[src/rtl/fib_call_ctrl_if.sv]
// Bus bundle for fib_call_ctrl: argument stream, result stream
// and the Fibonacci core call port.
interface fib_call_ctrl_if #(
  parameter int N_WIDTH = 32,
  parameter int R_WIDTH = 64
);
  logic signed [N_WIDTH-1:0] i_n;
  logic                      i_valid;
  logic                      i_ready;
  logic signed [R_WIDTH-1:0] o_result;
  logic                      o_timeout;
  logic                      o_valid;
  logic                      o_ready;
  logic signed [N_WIDTH-1:0] fib_n;
  logic                      fib_req;
  logic                      fib_busy;
  logic signed [R_WIDTH-1:0] fib_return;

  modport master (
    input  i_n, i_valid,
    output i_ready,
    output o_result, o_timeout, o_valid,
    input  o_ready,
    output fib_n, fib_req,
    input  fib_busy, fib_return
  );

  modport slave (
    output i_n, i_valid,
    input  i_ready,
    input  o_result, o_timeout, o_valid,
    output o_ready,
    input  fib_n, fib_req,
    output fib_busy, fib_return
  );
endinterface

[src/rtl/fib_call_ctrl.sv]
// Serialising call sequencer in front of the Fibonacci core.
// Optional watchdog abort: define FIB_CALL_TIMEOUT_EN.
module fib_call_ctrl #(
  parameter int N_WIDTH        = 32,
  parameter int R_WIDTH        = 64,
  parameter int TIMEOUT_CYCLES = 4096,
  parameter int CNT_WIDTH      = 16
) (
  input  logic                 clk,
  input  logic                 reset,
  fib_call_ctrl_if.master      bus,
  output logic [CNT_WIDTH-1:0] call_count
);

  typedef enum logic [2:0] {
    IDLE,
    WAIT_IDLE,
    REQ,
    WAIT_ACK,
    WAIT_DONE,
    RESP
  } state_e;

  state_e state_q, state_d;

  logic signed [N_WIDTH-1:0] n_q, n_d;
  logic signed [R_WIDTH-1:0] res_q, res_d;
  logic [CNT_WIDTH-1:0]      cnt_q, cnt_d;

`ifdef FIB_CALL_TIMEOUT_EN
  localparam int WD_W = $clog2(TIMEOUT_CYCLES + 1);
  localparam logic [WD_W-1:0] WD_LIM =
    WD_W'(TIMEOUT_CYCLES - 1);

  logic [WD_W-1:0] wd_q, wd_d;
  logic            to_q, to_d;
`else
  localparam int unused_timeout = TIMEOUT_CYCLES;
`endif

  always_comb begin
    state_d = state_q;
    n_d     = n_q;
    res_d   = res_q;
    cnt_d   = cnt_q;
`ifdef FIB_CALL_TIMEOUT_EN
    wd_d    = wd_q;
    to_d    = to_q;
`endif
    unique case (state_q)
      IDLE: begin
        if (bus.i_valid) begin
          n_d     = bus.i_n;
          state_d = WAIT_IDLE;
        end
      end
      WAIT_IDLE: begin
        if (!bus.fib_busy) state_d = REQ;
      end
      REQ: begin
        // busy rising under us means no req went out: retry
        state_d = bus.fib_busy ? WAIT_IDLE : WAIT_ACK;
`ifdef FIB_CALL_TIMEOUT_EN
        wd_d    = '0;
`endif
      end
      WAIT_ACK: begin
        if (bus.fib_busy) state_d = WAIT_DONE;
      end
      WAIT_DONE: begin
        if (!bus.fib_busy) begin
          res_d   = bus.fib_return;
          cnt_d   = cnt_q + CNT_WIDTH'(1);
          state_d = RESP;
`ifdef FIB_CALL_TIMEOUT_EN
          to_d    = 1'b0;
`endif
        end
      end
      RESP: begin
        if (bus.o_ready) state_d = IDLE;
      end
      default: state_d = IDLE;
    endcase
`ifdef FIB_CALL_TIMEOUT_EN
    if (state_q == WAIT_ACK || state_q == WAIT_DONE) begin
      wd_d = wd_q + WD_W'(1);
      if (wd_q == WD_LIM) begin
        res_d   = '0;
        to_d    = 1'b1;
        cnt_d   = cnt_q;
        state_d = RESP;
      end
    end
`endif
  end

  always_ff @(posedge clk) begin
    if (reset) begin
      state_q <= IDLE;
      n_q     <= '0;
      res_q   <= '0;
      cnt_q   <= '0;
`ifdef FIB_CALL_TIMEOUT_EN
      wd_q    <= '0;
      to_q    <= 1'b0;
`endif
    end else begin
      state_q <= state_d;
      n_q     <= n_d;
      res_q   <= res_d;
      cnt_q   <= cnt_d;
`ifdef FIB_CALL_TIMEOUT_EN
      wd_q    <= wd_d;
      to_q    <= to_d;
`endif
    end
  end

  assign bus.i_ready  = (state_q == IDLE) && !reset;
  assign bus.o_valid  = (state_q == RESP) && !reset;
  assign bus.fib_req  = (state_q == REQ) && !bus.fib_busy
                        && !reset;
  assign bus.fib_n    = n_q;
  assign bus.o_result = res_q;
  assign call_count   = cnt_q;
`ifdef FIB_CALL_TIMEOUT_EN
  assign bus.o_timeout = to_q;
`else
  assign bus.o_timeout = 1'b0;
`endif

endmodule

[src/flat_wrapper.sv]
// flat-port wrapper written by rule: the top's interface ports become plain ports
module fib_call_ctrl_flat 
#(
  parameter int N_WIDTH        = 32,
  parameter int R_WIDTH        = 64,
  parameter int TIMEOUT_CYCLES = 4096,
  parameter int CNT_WIDTH      = 16
)
  (clk, reset, call_count, bus_i_n, bus_i_valid, bus_i_ready, bus_o_result, bus_o_timeout, bus_o_valid, bus_o_ready, bus_fib_n, bus_fib_req, bus_fib_busy, bus_fib_return);
  fib_call_ctrl_if #(.N_WIDTH(N_WIDTH), .R_WIDTH(R_WIDTH)) bus_i ();
  input  logic clk;
  input  logic reset;
  output logic [CNT_WIDTH-1:0] call_count;
  input wire logic [$bits(bus_i.i_n)-1:0] bus_i_n;
  input wire logic [$bits(bus_i.i_valid)-1:0] bus_i_valid;
  output wire logic [$bits(bus_i.i_ready)-1:0] bus_i_ready;
  output wire logic [$bits(bus_i.o_result)-1:0] bus_o_result;
  output wire logic [$bits(bus_i.o_timeout)-1:0] bus_o_timeout;
  output wire logic [$bits(bus_i.o_valid)-1:0] bus_o_valid;
  input wire logic [$bits(bus_i.o_ready)-1:0] bus_o_ready;
  output wire logic [$bits(bus_i.fib_n)-1:0] bus_fib_n;
  output wire logic [$bits(bus_i.fib_req)-1:0] bus_fib_req;
  input wire logic [$bits(bus_i.fib_busy)-1:0] bus_fib_busy;
  input wire logic [$bits(bus_i.fib_return)-1:0] bus_fib_return;
  assign bus_i.i_n = bus_i_n;
  assign bus_i.i_valid = bus_i_valid;
  assign bus_i_ready = bus_i.i_ready;
  assign bus_o_result = bus_i.o_result;
  assign bus_o_timeout = bus_i.o_timeout;
  assign bus_o_valid = bus_i.o_valid;
  assign bus_i.o_ready = bus_o_ready;
  assign bus_fib_n = bus_i.fib_n;
  assign bus_fib_req = bus_i.fib_req;
  assign bus_i.fib_busy = bus_fib_busy;
  assign bus_i.fib_return = bus_fib_return;
  fib_call_ctrl #(.N_WIDTH(N_WIDTH), .R_WIDTH(R_WIDTH), .TIMEOUT_CYCLES(TIMEOUT_CYCLES), .CNT_WIDTH(CNT_WIDTH)) u_core (.clk(clk), .reset(reset), .bus(bus_i), .call_count(call_count));
endmodule
[config.mk]
export PLATFORM = sky130hd
export DESIGN_NAME = fib_call_ctrl_flat
export DESIGN_NICKNAME = d
export VERILOG_FILES = /design/src/rtl/fib_call_ctrl_if.sv /design/src/rtl/fib_call_ctrl.sv /design/src/flat_wrapper.sv
export SDC_FILE = /design/constraint.sdc
export NUM_CORES = 1
export LEC_CHECK = 0
export CAP_MARGIN = 20
export CORE_MARGIN = 5
export CORE_UTILIZATION = 42
export CTS_CLUSTER_DIAMETER = 150
export DETAILED_ROUTE_END_ITERATION = 10
export PLACE_DENSITY = 0.84
export SYNTH_ARGS = -nofsm -noshare
export SYNTH_HDL_FRONTEND = slang
export SYNTH_SLANG_ARGS = --single-unit
[constraint.sdc]
create_clock -name clk -period 3.45 [get_ports clk]
set_input_delay 0.69 -clock clk [delete_from_list [all_inputs] [get_ports clk]]
set_output_delay 0.69 -clock clk [all_outputs]
set_load 0.05 [all_outputs]
==> flow_metrics.tcl, run 1 <==
set metrics [dict create \
    dieHeight_um 110 \
    initial_core_util_pct 42.9 \
    rr_endpoint "u_core.call_count[15]$_SDFFE_PP0P_" \
    antenna_found_initial 0 \
    syn_nets 630 \
    synth_seq_cells 115 \
    wl_per_cell_um 14.9 \
    startpoint "u_core.state_q[2]$_SDFFE_PP0P_" \
    nFillCells 716 \
    cts_tree "built" \
    ff_latch_area_mm2 0.00230 \
    grt.total_usage_pct 21.5 \
    synth_area_leader_cell "dfxtp_1" \
    crit_end "bus_o_valid" \
    skew_ns 0.00555 \
    period_minus_slack_ns 2.92 \
    setup_viol 0 \
    clkTransAtPathRegs_ns 0.05 \
    wl_um 13100 \
    cp.depth 2 \
    synthDistinctLibCells 32 \
    worstMarginPinSlew_ns 1.05 \
    netlist_area_mm2 0.00417 \
    drtAntennaViolNets 0 \
    fmax_ghz 0.343 \
    postCtsResizedCells 0 \
    overflow 0 \
    yosysSeqAreaShare_pct 55.2 \
    endpoint_kind "primary output" \
    netlist_top_cells_count "nand2_1 (203), dfxtp_1 (115), a21oi_1 (102), clkbuf_1 (35), nor2_1 (14)" \
    insertion_delay_ns 0.51 \
    yosysMostFrequentCell "nand2_1" \
    maxSlewViolCount 0 \
    startpoint_type "flip-flop" \
    cts_sinks 115 \
    place.gp.congestion 0.742 \
    cts_made_buffers 17 \
    hold_viol 0 \
    slowest_stage "clkdlybuf4s50_1" \
    crit_arrival_ns 2.23 \
    synth_warnings 0 \
    hold_buffers 0 \
    io_buffer_count 215 \
    worstSetupPathType "flip-flop to primary output" \
    clk_path_buf_depth 2 \
    vias_per_cell 4.96 \
    p_leak_nw 2.42 \
    grt_pass1_wl_um 20100 \
    crit_buf_inv 1 \
    cap_violations 0 \
    io-pin-count 217 \
    r2r_setup_slack_ns 1.08 \
    core_mm2 0.00973 \
    diodes 0 \
    status "finished, final reports clean" \
    first_iter_violations 204 \
    ys_async_sr_fraction_pct 0 \
    synth_cells 528 \
    rows 36 \
    tns_ns 0 \
    grt_max_degree 116 \
    syn_to_final_growth_pct 68.1 \
    h-tree-depth 4 \
    finalCritPeriodShare_pct 84.6 \
    dp_hpwl_um 9290 \
    min_path_type "flip-flop to flip-flop" \
    cts_root_buffer "clkbuf_8" \
    rsz0062_at_grt "no" \
    die_w_um 110 \
    synthFlopType "dfxtp_1" \
    vias 4341 \
    layout-drive-gt1-share_pct 5.93 \
    slew-limit-headroom_pct 29.7 \
    regToRegStartpoint "u_core.state_q[2]$_SDFFE_PP0P_" \
    fp.dieArea_mm2 0.0120 \
    synth_edf_count 0 \
    worstPathRequired_ns 2.76 \
    ir_worst_vdd_mv 0.430 \
    power_per_cell_area_mw_per_mm2 497 \
    critPathMaxFanout 12 \
    netlist.area_leader.share_pct 55.2 \
    slowest_delay_ns 0.88 \
    post_cts_buffers 0 \
    r2r_cells 4 \
    path_cells "nor4bb_1 -> clkdlybuf4s50_1" \
    grt_pass1_vias 4136 \
    nets 832 \
    drtPass1Iterations 5 \
    synth_area_leaders "dfxtp_1 (55%), nand2_1 (18%), a21oi_1 (12%), clkbuf_1 (3.1%), nor2_1 (1.3%)" \
    total_power_mw 3.49 \
    multi_input_area_mm2 0.00172 \
    worst_path_dominant_cell_family "buffers and inverters" \
    drc 0 \
    synth_area_per_cell_um2 7.91 \
]
layer usage:
layer / up-vias / share of wire (%) / global-route usage, %
met5: - / 0 / 0
met4: 0 / 2.7 / 9.08
met3: 33 / 11 / 11.2
met2: 203 / 50 / 36.7
met1: 1975 / 36 / 22.1
li1: 2130 / - / -
power by group:
group	total (mW)	internal (mW)	switching, mW
combinational	0.367	0.171	0.196
sequential	1.38	1.36	0.0188
clock	1.75	1.17	0.578
through the flow:
step / std cells / utilization (%) / setup WS [ns] / area, µm² / hold WS, ns
2_1_floorplan: 528 / - / 0.237 / 4170 / 0.593
3_3_place_gp: 843 / 65.7 / 0.381 / 6390 / 0.441
3_5_place_dp: 843 / 65.7 / 0.360 / 6390 / 0.446
4_1_cts: 874 / 71.8 / 0.531 / 6990 / 0.453
5_1_grt: 875 / 72.1 / 0.432 / 7020 / 0.468
6_report: 875 / 72.1 / 0.533 / 7020 / 0.451
worst min path at each step:
| stage | start | endpoint | cells after the start |
|---|---|---|---|
| 4_1_cts | reset | u_core.state_q[1]$_SDFFE_PP0P_ | 4 |
| 2_1_floorplan | u_core.state_q[2]$_SDFFE_PP0P_ | u_core.state_q[1]$_SDFFE_PP0P_ | 2 |
| 3_3_place_gp | u_core.bus.fib_n[16]$_SDFFE_PP0P_ | u_core.bus.fib_n[16]$_SDFFE_PP0P_ | 2 |
| 6_report | u_core.bus.o_result[46]$_SDFFE_PP0P_ | u_core.bus.o_result[46]$_SDFFE_PP0P_ | 2 |
| 3_5_place_dp | u_core.bus.o_result[7]$_SDFFE_PP0P_ | u_core.bus.o_result[7]$_SDFFE_PP0P_ | 2 |
| 5_1_grt | u_core.bus.o_result[45]$_SDFFE_PP0P_ | u_core.bus.o_result[45]$_SDFFE_PP0P_ | 2 |
worst register-to-register path, delay by kind of cell, from the launching register on:
kind,cells,cell delay (ns)
AND/OR/NAND/NOR,3,1.64
AO/OA/AOI/OAI,1,0.14
flip-flops,1,0.52
logic make-up (layout without fill, tap and decap cells):
| family | after synthesis | in the layout | share of synthesized area [%] |
|---|---|---|---|
| adders and majority gates | 1 | 1 | 0.300 |
| AOI/OAI and AO/OA | 109 | 109 | 13.3 |
| xor gates and xnor gates | 11 | 11 | 2.31 |
| and+or+nand+nor | 249 | 249 | 24.6 |
| muxes | 2 | 2 | 0.540 |
| other | 1 | 1 | 0.0898 |
| DFF | 115 | 115 | 55.2 |
| buffers and inverters | 40 | 254 | 3.72 |
layout make-up:
class	count	area share, %
Clock buffer	22	6.74
Multi-Input combinational cell	373	24.6
Inverter	1	0.0535
Clock inverter	9	1.82
Tap cell	133	2.37
Timing Repair Buffer	222	31.6
Sequential cell	115	32.8
registers in the layout, indices dropped and copies added (netlist names):
signal	cells
u_core.bus.fib_n	32
u_core.bus.o_result	64
u_core.call_count	16
u_core.state_q	3
layout by cell type (no fill, tap or decap), types with 4 or more instances in the layout:
cell type	instances
clkdlybuf4s50_1	213
nand2_1	203
dfxtp_1	115
a21oi_1	102
clkbuf_16	16
nor2_1	14
buf_4	8
nand4_1	6
xnor2_1	6
o21ai_0	5
xor2_1	5
clkbuf_8	5
nor4_1	4
nor3_1	4
nand3_1	4
No activity file was read; power rests on OpenSTA's default activity.
==> run 2: changes to the inputs <==
CORE_UTILIZATION = 39   (was 42)
PLACE_DENSITY = 0.79   (was 0.84)
clock period = 2.9 ns   (was 3.45 ns; I/O delays follow)
==> run 2 against run 1 <==
  * Routed wire length rose by 0.24%
  * Worst hold slack barely moved
  * Register-to-register slack got worse by 0.56 ns
  * Flip-flop and latch count did not move
==> flow_metrics.tcl, run 2 (synthesis results as in run 1) <==
set metrics [dict create \
    period_minus_slack_ns 2.46 \
    wl_um 13100 \
    largest_register_ffs 64 \
    nFillCells 846 \
    fin_cells 879 \
    io-pin-count 217 \
    fin_area_mm2 0.00708 \
    maxSlewViolCount 0 \
    grt_pass1_vias 4333 \
    rows 37 \
    initial_core_util_pct 40.3 \
    critPathMaxFanout 6 \
    p_leak_nw 2.45 \
    post_cts_buffers 0 \
    pwr-share-seq_pct 38.1 \
    endpoint_kind "primary output" \
    drtAntennaViolNets 0 \
    slowest_delay_ns 0.43 \
    diodes 0 \
    cts_made_buffers 17 \
    vias_per_cell 4.85 \
    slew-limit-headroom_pct 40.8 \
    utilization_pct 68.3 \
    cap_violations 0 \
    ir_worst_vdd_mv 0.313 \
    layout-drive-gt1-share_pct 6.46 \
    power_per_cell_area_mw_per_mm2 606 \
    setup_viol 0 \
    drtPass1Iterations 5 \
    nets 832 \
    dieHeight_um 113 \
    p_sw_share_pct 22.0 \
    slowest_stage "clkdlybuf4s50_1" \
    first_iter_violations 191 \
    hold_viol 0 \
    hold_ws_ns 0.451 \
    fp.dieArea_mm2 0.0129 \
    finalCritPeriodShare_pct 85.0 \
    min_path_type "flip-flop to flip-flop" \
    overflow 0 \
    rsz0062_at_grt "no" \
    clk_path_buf_depth 2 \
    cts_tree "built" \
    crit_arrival_ns 1.88 \
    dpl_cell_area_mm2 0.00644 \
    postCtsResizedCells 0 \
    drc 0 \
    syn_to_final_growth_pct 69.7 \
    total_power_mw 4.29 \
    grt.total_usage_pct 20.2 \
    p_int_mw 3.35 \
    dp_hpwl_um 9320 \
    p_switching_mw 0.946 \
    worstSetupPathType "input pin to primary output" \
    grt_pass1_wl_um 21000 \
    mostFrequentLayoutCell "clkdlybuf4s50_1" \
    worstMarginPinSlew_ns 0.888 \
    regToRegStartpoint "u_core.state_q[2]$_SDFFE_PP0P_" \
    p_clk_share_pct 51.7 \
    cts_sinks 115 \
    vias 4261 \
    post-place-ws_ns 0.0634 \
    startpoint "bus_fib_busy" \
    min_from "u_core.bus.o_result[41]$_SDFFE_PP0P_" \
    layout_common_cells "clkdlybuf4s50_1 (211), nand2_1 (203), dfxtp_1 (115)" \
    tns_ns 0 \
    place.gp.congestion 0.787 \
    insertion_delay_ns 0.50 \
    cts_root_buffer "clkbuf_8" \
    dp_cells 847 \
    layout_setup_ws_ns 0.436 \
    worstPathRequired_ns 2.32 \
    fmax_ghz 0.406 \
    status "finished, final reports clean" \
    core_mm2 0.0104 \
    io_buffer_count 215 \
    startpoint_type "input pin" \
    die_w_um 113 \
    hold_buffers 0 \
    clkTransAtPathRegs_ns 0.05 \
    skew_ns 0.00559 \
    combPwrFrac_pct 10.1 \
    wl_per_cell_um 14.9 \
    path_cells "clkdlybuf4s50_1 -> buf_4 -> nor2_1 -> nand2_1 -> nor3_1 -> buf_12" \
    grt_max_degree 89 \
    antenna_found_initial 0 \
    h-tree-depth 4 \
]
==> run 2: changes by cell type in the layout (fill, tap and decap cells not counted), sizes merged <==
| cell | change |
|---|---|
| bufinv | +1 |
| clkbuf | +2 |
| clkinvlp | -1 |
| clkinv | -1 |
| buf | +2 |
| clkdlybuf4s50 | -2 |
==> run 2: area by class of cell <==
type	count	area [µm²]	share of cell area, %
flip-flops and latches	115	2300	32.5
inverters	1	3.75	0.0530
well taps	136	170	2.40
repair buffers	222	2230	31.5
multi-input cells	373	1730	24.4
clock buffers	24	500	7.07
clock inverters	8	145	2.05
==> run 2: metal layers <==
metal,track usage (%),routed length [µm],part of all wire [%]
met1,21.2,4880,37
met2,34.9,6640,51
met3,9.23,1240,9.5
met4,8.49,342,2.6
met5,0,0,0
==> run 2: worst paths after layout <==
path / endpoint / slack, ns / cells after the start
worst max-delay path: bus_fib_req / 0.44 / 6
worst max register to register: u_core.call_count[7]$_SDFFE_PP0P_ / 0.52 / 5
worst min register to register: u_core.bus.o_result[41]$_SDFFE_PP0P_ / 0.45 / 2
worst min-delay path: u_core.bus.o_result[41]$_SDFFE_PP0P_ / 0.45 / 2
==> run 2: power by group through the flow <==
stage	Sequential [mW]	Clock, mW	Combinational, mW
finish	1.64	2.22	0.435
global route	1.64	2.34	0.464
CTS	1.64	2.26	0.439
detailed placement	1.67	0	0.437
global placement	1.67	0	0.431
floorplan	1.77	0	0.105
==> run 2: worst max-delay path: cells and delay by family <==
kind / cells / cell delay (ns)
buffers and inverters: 3 / 0.79
and+or+nand+nor: 3 / 0.51
==> run 3: changes to the inputs <==
clock period = 2.5 ns   (was 2.9 ns; I/O delays follow)
==> run 3 against run 2 <==
  * Via count increased by 1.7%
  * Critical path depth decreased by 5
  * Sequential share of layout area decreased by 0.21 points
  * Setup slack got worse by 0.30 ns
  * First-iteration DRC count increased by 3.7%
  * Utilization increased by 0.45 points
  * Clock-buffer cell count decreased by 2
  * Die area unchanged
  * Non-clock buffer count increased by 6
  * Combinational power increased by 20%
  * Global-route usage increased by 0.50 points
  * Clock skew increased by 0.0081 ns
  * Highest routed layer unchanged
==> flow_metrics.tcl, run 3 (synthesis results as in run 1) <==
set metrics [dict create \
    fin_cells 885 \
    cts_made_buffers 17 \
    r2r_cells 4 \
    die_w_um 113 \
    rr_endpoint "u_core.call_count[15]$_SDFFE_PP0P_" \
    worstPathRequired_ns 2.00 \
    period_minus_slack_ns 2.37 \
    finalCritPeriodShare_pct 94.7 \
    hold_buffers 0 \
    crit_buf_inv 1 \
    dp_hpwl_um 9600 \
    startpoint_type "flip-flop" \
    diodes 0 \
    clk_path_buf_depth 2 \
    drc 0 \
    h-tree-depth 4 \
    initial_core_util_pct 40.3 \
    vias_per_cell 4.90 \
    place.gp.congestion 0.753 \
    maxSlewViolCount 0 \
    grt_pass1_vias 4418 \
    endpoint_kind "primary output" \
    crit_arrival_ns 1.87 \
    layout_common_cells "clkdlybuf4s50_1 (211), nand2_1 (203), dfxtp_1 (115)" \
    status "finished, final reports clean" \
    fp.dieArea_mm2 0.0129 \
    power_per_cell_area_mw_per_mm2 696 \
    slowest_delay_ns 0.87 \
    hold_viol 0 \
    postCtsResizedCells 0 \
    grt_max_degree 59 \
    worstSetupPathType "flip-flop to primary output" \
    cts_root_buffer "clkbuf_8" \
    insertion_delay_ns 0.51 \
    ir_worst_vdd_mv 0.378 \
    critPathMaxFanout 7 \
    grt_pass1_wl_um 21300 \
    overflow 0 \
    dp_cells 853 \
    largest_register_ffs 64 \
    wl_um 13400 \
    dpl_cell_area_mm2 0.00651 \
    wl_per_cell_um 15.1 \
    nets 838 \
    rsz0062_at_grt "no" \
    first_iter_violations 198 \
    antenna_found_initial 0 \
    cts_sinks 115 \
    cts_tree "built" \
    worstMarginPinSlew_ns 0.619 \
    p_leak_nw 2.48 \
    io_buffer_count 215 \
    path_cells "clkdlybuf4s50_1" \
    cap_violations 0 \
    r2r_setup_slack_ns 0.30 \
    holdPathStages 4 \
    post_cts_buffers 0 \
    io-pin-count 217 \
    slowest_stage "clkdlybuf4s50_1" \
    drtPass1Iterations 6 \
    clkTransAtPathRegs_ns 0.05 \
    holdPathEnd "u_core.state_q[1]$_SDFFE_PP0P_" \
    layout-drive-gt1-share_pct 7.08 \
    fmax_ghz 0.423 \
    regToRegStartpoint "u_core.state_q[0]$_SDFFE_PP0P_" \
    mostFrequentLayoutCell "clkdlybuf4s50_1" \
    syn_to_final_growth_pct 70.8 \
    worst_path_dominant_cell_family "buffers and inverters" \
    rows 37 \
    min_from "reset" \
    grt.total_usage_pct 20.7 \
    dieHeight_um 113 \
    min_path_type "input pin to flip-flop" \
    drtAntennaViolNets 0 \
    fin_area_mm2 0.00713 \
    vias 4333 \
    core_mm2 0.0104 \
    skew_ns 0.0137 \
    setup_viol 0 \
    slew-limit-headroom_pct 58.7 \
    total_power_mw 4.96 \
]
==> run 3: cell types whose count changed in the layout (fill, tap and decap cells not counted), sizes merged <==
cell    previous run  this run
buf               11        17
clkbuf            24        22
bufinv             4         5
clkinv             2         3
==> run 3: worst register-to-register path, delay by kind of cell, from the launching register on <==
family          cells  cell delay (ns)
simple gates        3             1.70
flops               1             0.30
compound gates      1             0.14
==> run 3: routing by layer <==
layer,GRT usage (%),share of wire (%)
met3,8.91,8.6
met4,9.38,3.1
met5,0,0
met1,21.4,38
met2,36.2,50
==> run 3: how the worst max path moves through the flow <==
| stage | endpoint | cells past startpoint | slack, ns | from |
|---|---|---|---|---|
| finish | call_count[0] | 1 | 0.13 | u_core.call_count[0]$_SDFFE_PP0P_ |
| global route | call_count[0] | 1 | 0.05 | u_core.call_count[0]$_SDFFE_PP0P_ |
| CTS | call_count[0] | 1 | 0.09 | u_core.call_count[0]$_SDFFE_PP0P_ |
| detailed placement | u_core.call_count[15]$_SDFFE_PP0P_ | 5 | -0.28 | bus_fib_busy |
| global placement | u_core.call_count[15]$_SDFFE_PP0P_ | 5 | -0.25 | bus_fib_busy |
| floorplan | bus_i_ready | 3 | 0.24 | reset |
==> run 3: final cells by class <==
| cell class | instances | area (µm²) |
|---|---|---|
| Tap cell | 136 | 170 |
| Multi-Input combinational cell | 373 | 1740 |
| Clock buffer | 22 | 443 |
| Clock inverter | 10 | 180 |
| Inverter | 1 | 3.75 |
| Sequential cell | 115 | 2300 |
| Fill cell | 831 | 3240 |
| Timing Repair Buffer | 228 | 2290 |
==> run 3: metrics by stage <==
| step | util [%] | hold WS [ns] | setup WS [ns] | TNS (ns) |
|---|---|---|---|---|
| 2_1_floorplan | - | 0.614 | 0.241 | 0 |
| 3_3_place_gp | 62.7 | 0.440 | -0.248 | -0.879 |
| 3_5_place_dp | 62.7 | 0.446 | -0.282 | -1.23 |
| 4_1_cts | 68.8 | 0.314 | 0.0880 | 0 |
| 5_1_grt | 68.8 | 0.345 | 0.0516 | 0 |
| 6_report | 68.8 | 0.342 | 0.133 | 0 |
==> run 3: report_power, final <==
group          switching [mW]  leakage (nW)  internal, mW  total, mW
logic                   0.280          1.25         0.243      0.523
registers              0.0190         0.931          1.87       1.89
clock network           0.806         0.299          1.74       2.55
==> RTL change, RTL diff (config.mk and constraints of run 2) <==
`R_WIDTH` is set to 64 in 3 places; all go to 96.
--- a/src/rtl/fib_call_ctrl_if.sv
+++ b/src/rtl/fib_call_ctrl_if.sv
@@ -3,5 +3,5 @@
 interface fib_call_ctrl_if #(
   parameter int N_WIDTH = 32,
-  parameter int R_WIDTH = 64
+  parameter int R_WIDTH = 96
 );
   logic signed [N_WIDTH-1:0] i_n;
--- a/src/rtl/fib_call_ctrl.sv
+++ b/src/rtl/fib_call_ctrl.sv
@@ -3,5 +3,5 @@
 module fib_call_ctrl #(
   parameter int N_WIDTH        = 32,
-  parameter int R_WIDTH        = 64,
+  parameter int R_WIDTH        = 96,
   parameter int TIMEOUT_CYCLES = 4096,
   parameter int CNT_WIDTH      = 16
--- a/src/flat_wrapper.sv
+++ b/src/flat_wrapper.sv
@@ -3,5 +3,5 @@
 #(
   parameter int N_WIDTH        = 32,
-  parameter int R_WIDTH        = 64,
+  parameter int R_WIDTH        = 96,
   parameter int TIMEOUT_CYCLES = 4096,
   parameter int CNT_WIDTH      = 16
Interface: changed (resized bus_fib_return and bus_o_result); port bits go from 217 to 281. No check against the original RTL was run, so the function may have changed too.
==> RTL change against run 2 <==
  * Non-clock buffer count increased by 68
  * Sequential cell count rose by 32
  * Cell area rose by 24%
  * Clock power decreased by 4%
  * Global-route usage shrank 0.30 points
  * Die area is 24% higher
  * Worst setup slack gained 5.7 ps
  * First-iteration DRC count rose by 26%
  * Power is 9.6% higher
  * Wire length increased by 25%
  * Combinational power grew 14%
  * Synthesized area is 26% higher
  * Critical endpoint is now u_core.call_count[12]
  * Largest power group unchanged
==> RTL change: results (changes against run 2) <==
[run_status]
run_status = finished clean

[power]
power.sequential.total_mw = 2.08  ; +27%
leak_pwr_nw = 2.98  ; +22%
total_switching_power_mw = 1.14  ; +20%
share_comb_of_total_power_pct = 10.6  ; +0.5 points
peakVddDrop_mv = 0.327  ; +4.6%
power_per_cell_area_nw_per_um2 = 535  ; -12%

[grt]
grt_pass1_wl_um = 25600  ; +22%
grt_start_max_net_pins = 97  ; +9.0%
track_usage_pct = 19.9  ; -0.30 points
first_global_vias = 5108  ; +18%
grt_antenna_before_repair = 0  ; unchanged

[setup_path]
crit_path_max_fanout = 63  ; +57
worst_path_max_delay_cell = or4b_4
crit_path_max_incr_delay_ps = 560  ; +130 ps
critPathTopFamily = simple AND/OR/NAND/NOR gates
worst-endpoint-arrival_ps = 2760  ; +880 ps
r2r-start = u_core.state_q[0]
cp-startpoint = bus_fib_busy

[finish]
antennaDiodeCount = 0  ; unchanged
layout-drive-gt1-share_pct = 5.63  ; -0.83 points
largest_reg_flops = 96  ; +50%
stdcell_count = 1117  ; +27%

[yosys]
synthTopCellsByArea = dfxtp_1, nand2_1, a21oi_1
yosys_warnings = 0  ; unchanged
synth_fp_nets = 804  ; +28%
synth_cell_type_count = 31  ; -3.1%
async_flop_share_pct = 0  ; unchanged
synthesis.instances = 670  ; +27%
synth-main-ff-cell = dfxtp_1
synth_sequential_area_ratio_pct = 55.9  ; +0.79 points
synth_commonest_cells = nand2_1, dfxtp_1, a21oi_1

[route]
routed-via-count = 5315  ; +25%
drt_first_iter_violations = 241  ; +26%
routed_wirelength_um = 16300  ; +25%
firstDrtPassIters = 5  ; unchanged

[clock_tree]
htree_num_levels = 4  ; unchanged
clk-insertion-delay-late_ps = 410  ; -90 ps
cts.root.buffer_cell = clkbuf_16
clk_transition_reported_paths_ps = 60
postCtsSetupBuffers = 0  ; unchanged
tritoncts.num_buffers = 17  ; unchanged
clock_path_buffers = 2  ; unchanged
cts_repair_resize_count = 0  ; unchanged

[sta]
slew_headroom_pct = 32.0  ; -8.8 points
worst_clk_skew_ps = 5.03  ; -0.566 ps

[placement]
finalWeightedCongestion = 0.825  ; +4.9%
hpwlAfterDp_um = 11500  ; +23%
placement.io_buffers = 279  ; +30%

[hold_path]
hold_path.startpoint = reset
timing.hold.worst.class = in2reg

[RTL change: cell count changes after synthesis, sizes merged, moves of 2 or more]
cell and change:
nand4 -2, nand2 +64, clkbuf +14, nand3 +2, a21oi +33, buf -2
dfxtp +32
[RTL change: area by class of cell]
| cell class | count | area (µm²) |
|---|---|---|
| fillers | 1144 | 4450 |
| flip-flops and latches | 147 | 2940 |
| repair buffers | 290 | 2900 |
| multi-input cells | 470 | 2130 |
| clock buffers | 17 | 425 |
| well taps | 176 | 220 |
| clock inverters | 15 | 160 |
| inverters | 2 | 7.51 |
[RTL change: path summary, 6_finish.rpt]
path	endpoint	slack, ps	cells after the start
max	u_core.call_count[12]	440	6
min reg2reg	u_core.bus.o_result[57]	450	2
min	u_core.bus.o_result[8]	380	2
max reg2reg	u_core.call_count[12]	510	5
[RTL change: through the flow]
step / instance area [µm²] / hold WS, ps / power, mW / worst slack [ps]
final: 8790 / 381 / 4.71 / 441
after floorplan: 5270 / 604 / 2.34 / 62.8
after CTS: 8790 / 365 / 4.77 / 426
after global routing: 8790 / 369 / 4.89 / 338
after detailed placement: 8200 / 445 / 2.62 / 39.0
after global placement: 8200 / 441 / 2.62 / 91.2
[RTL change: layer usage]
metal	global-route usage, %	wire length, µm	up-vias
met1	21.5	6370	2402
met4	6.50	323	0
met5	0	0	-
met2	34.0	7930	205
li1	-	-	2687
met3	9.95	1720	21
[RTL change: cell families (layout without fill, tap and decap cells)]
logic type      Yosys count  in the layout  synth area share (%)
simple gates            314            314                  24.1
flops                   147            147                  55.9
compound gates          142            142                  13.7
buf+inv                  53            324                  3.85
xor+xnor                 10             10                  1.67
mux                       2              2                 0.428
fa+ha+maj                 1              1                 0.238
other cells               1              1                0.0713
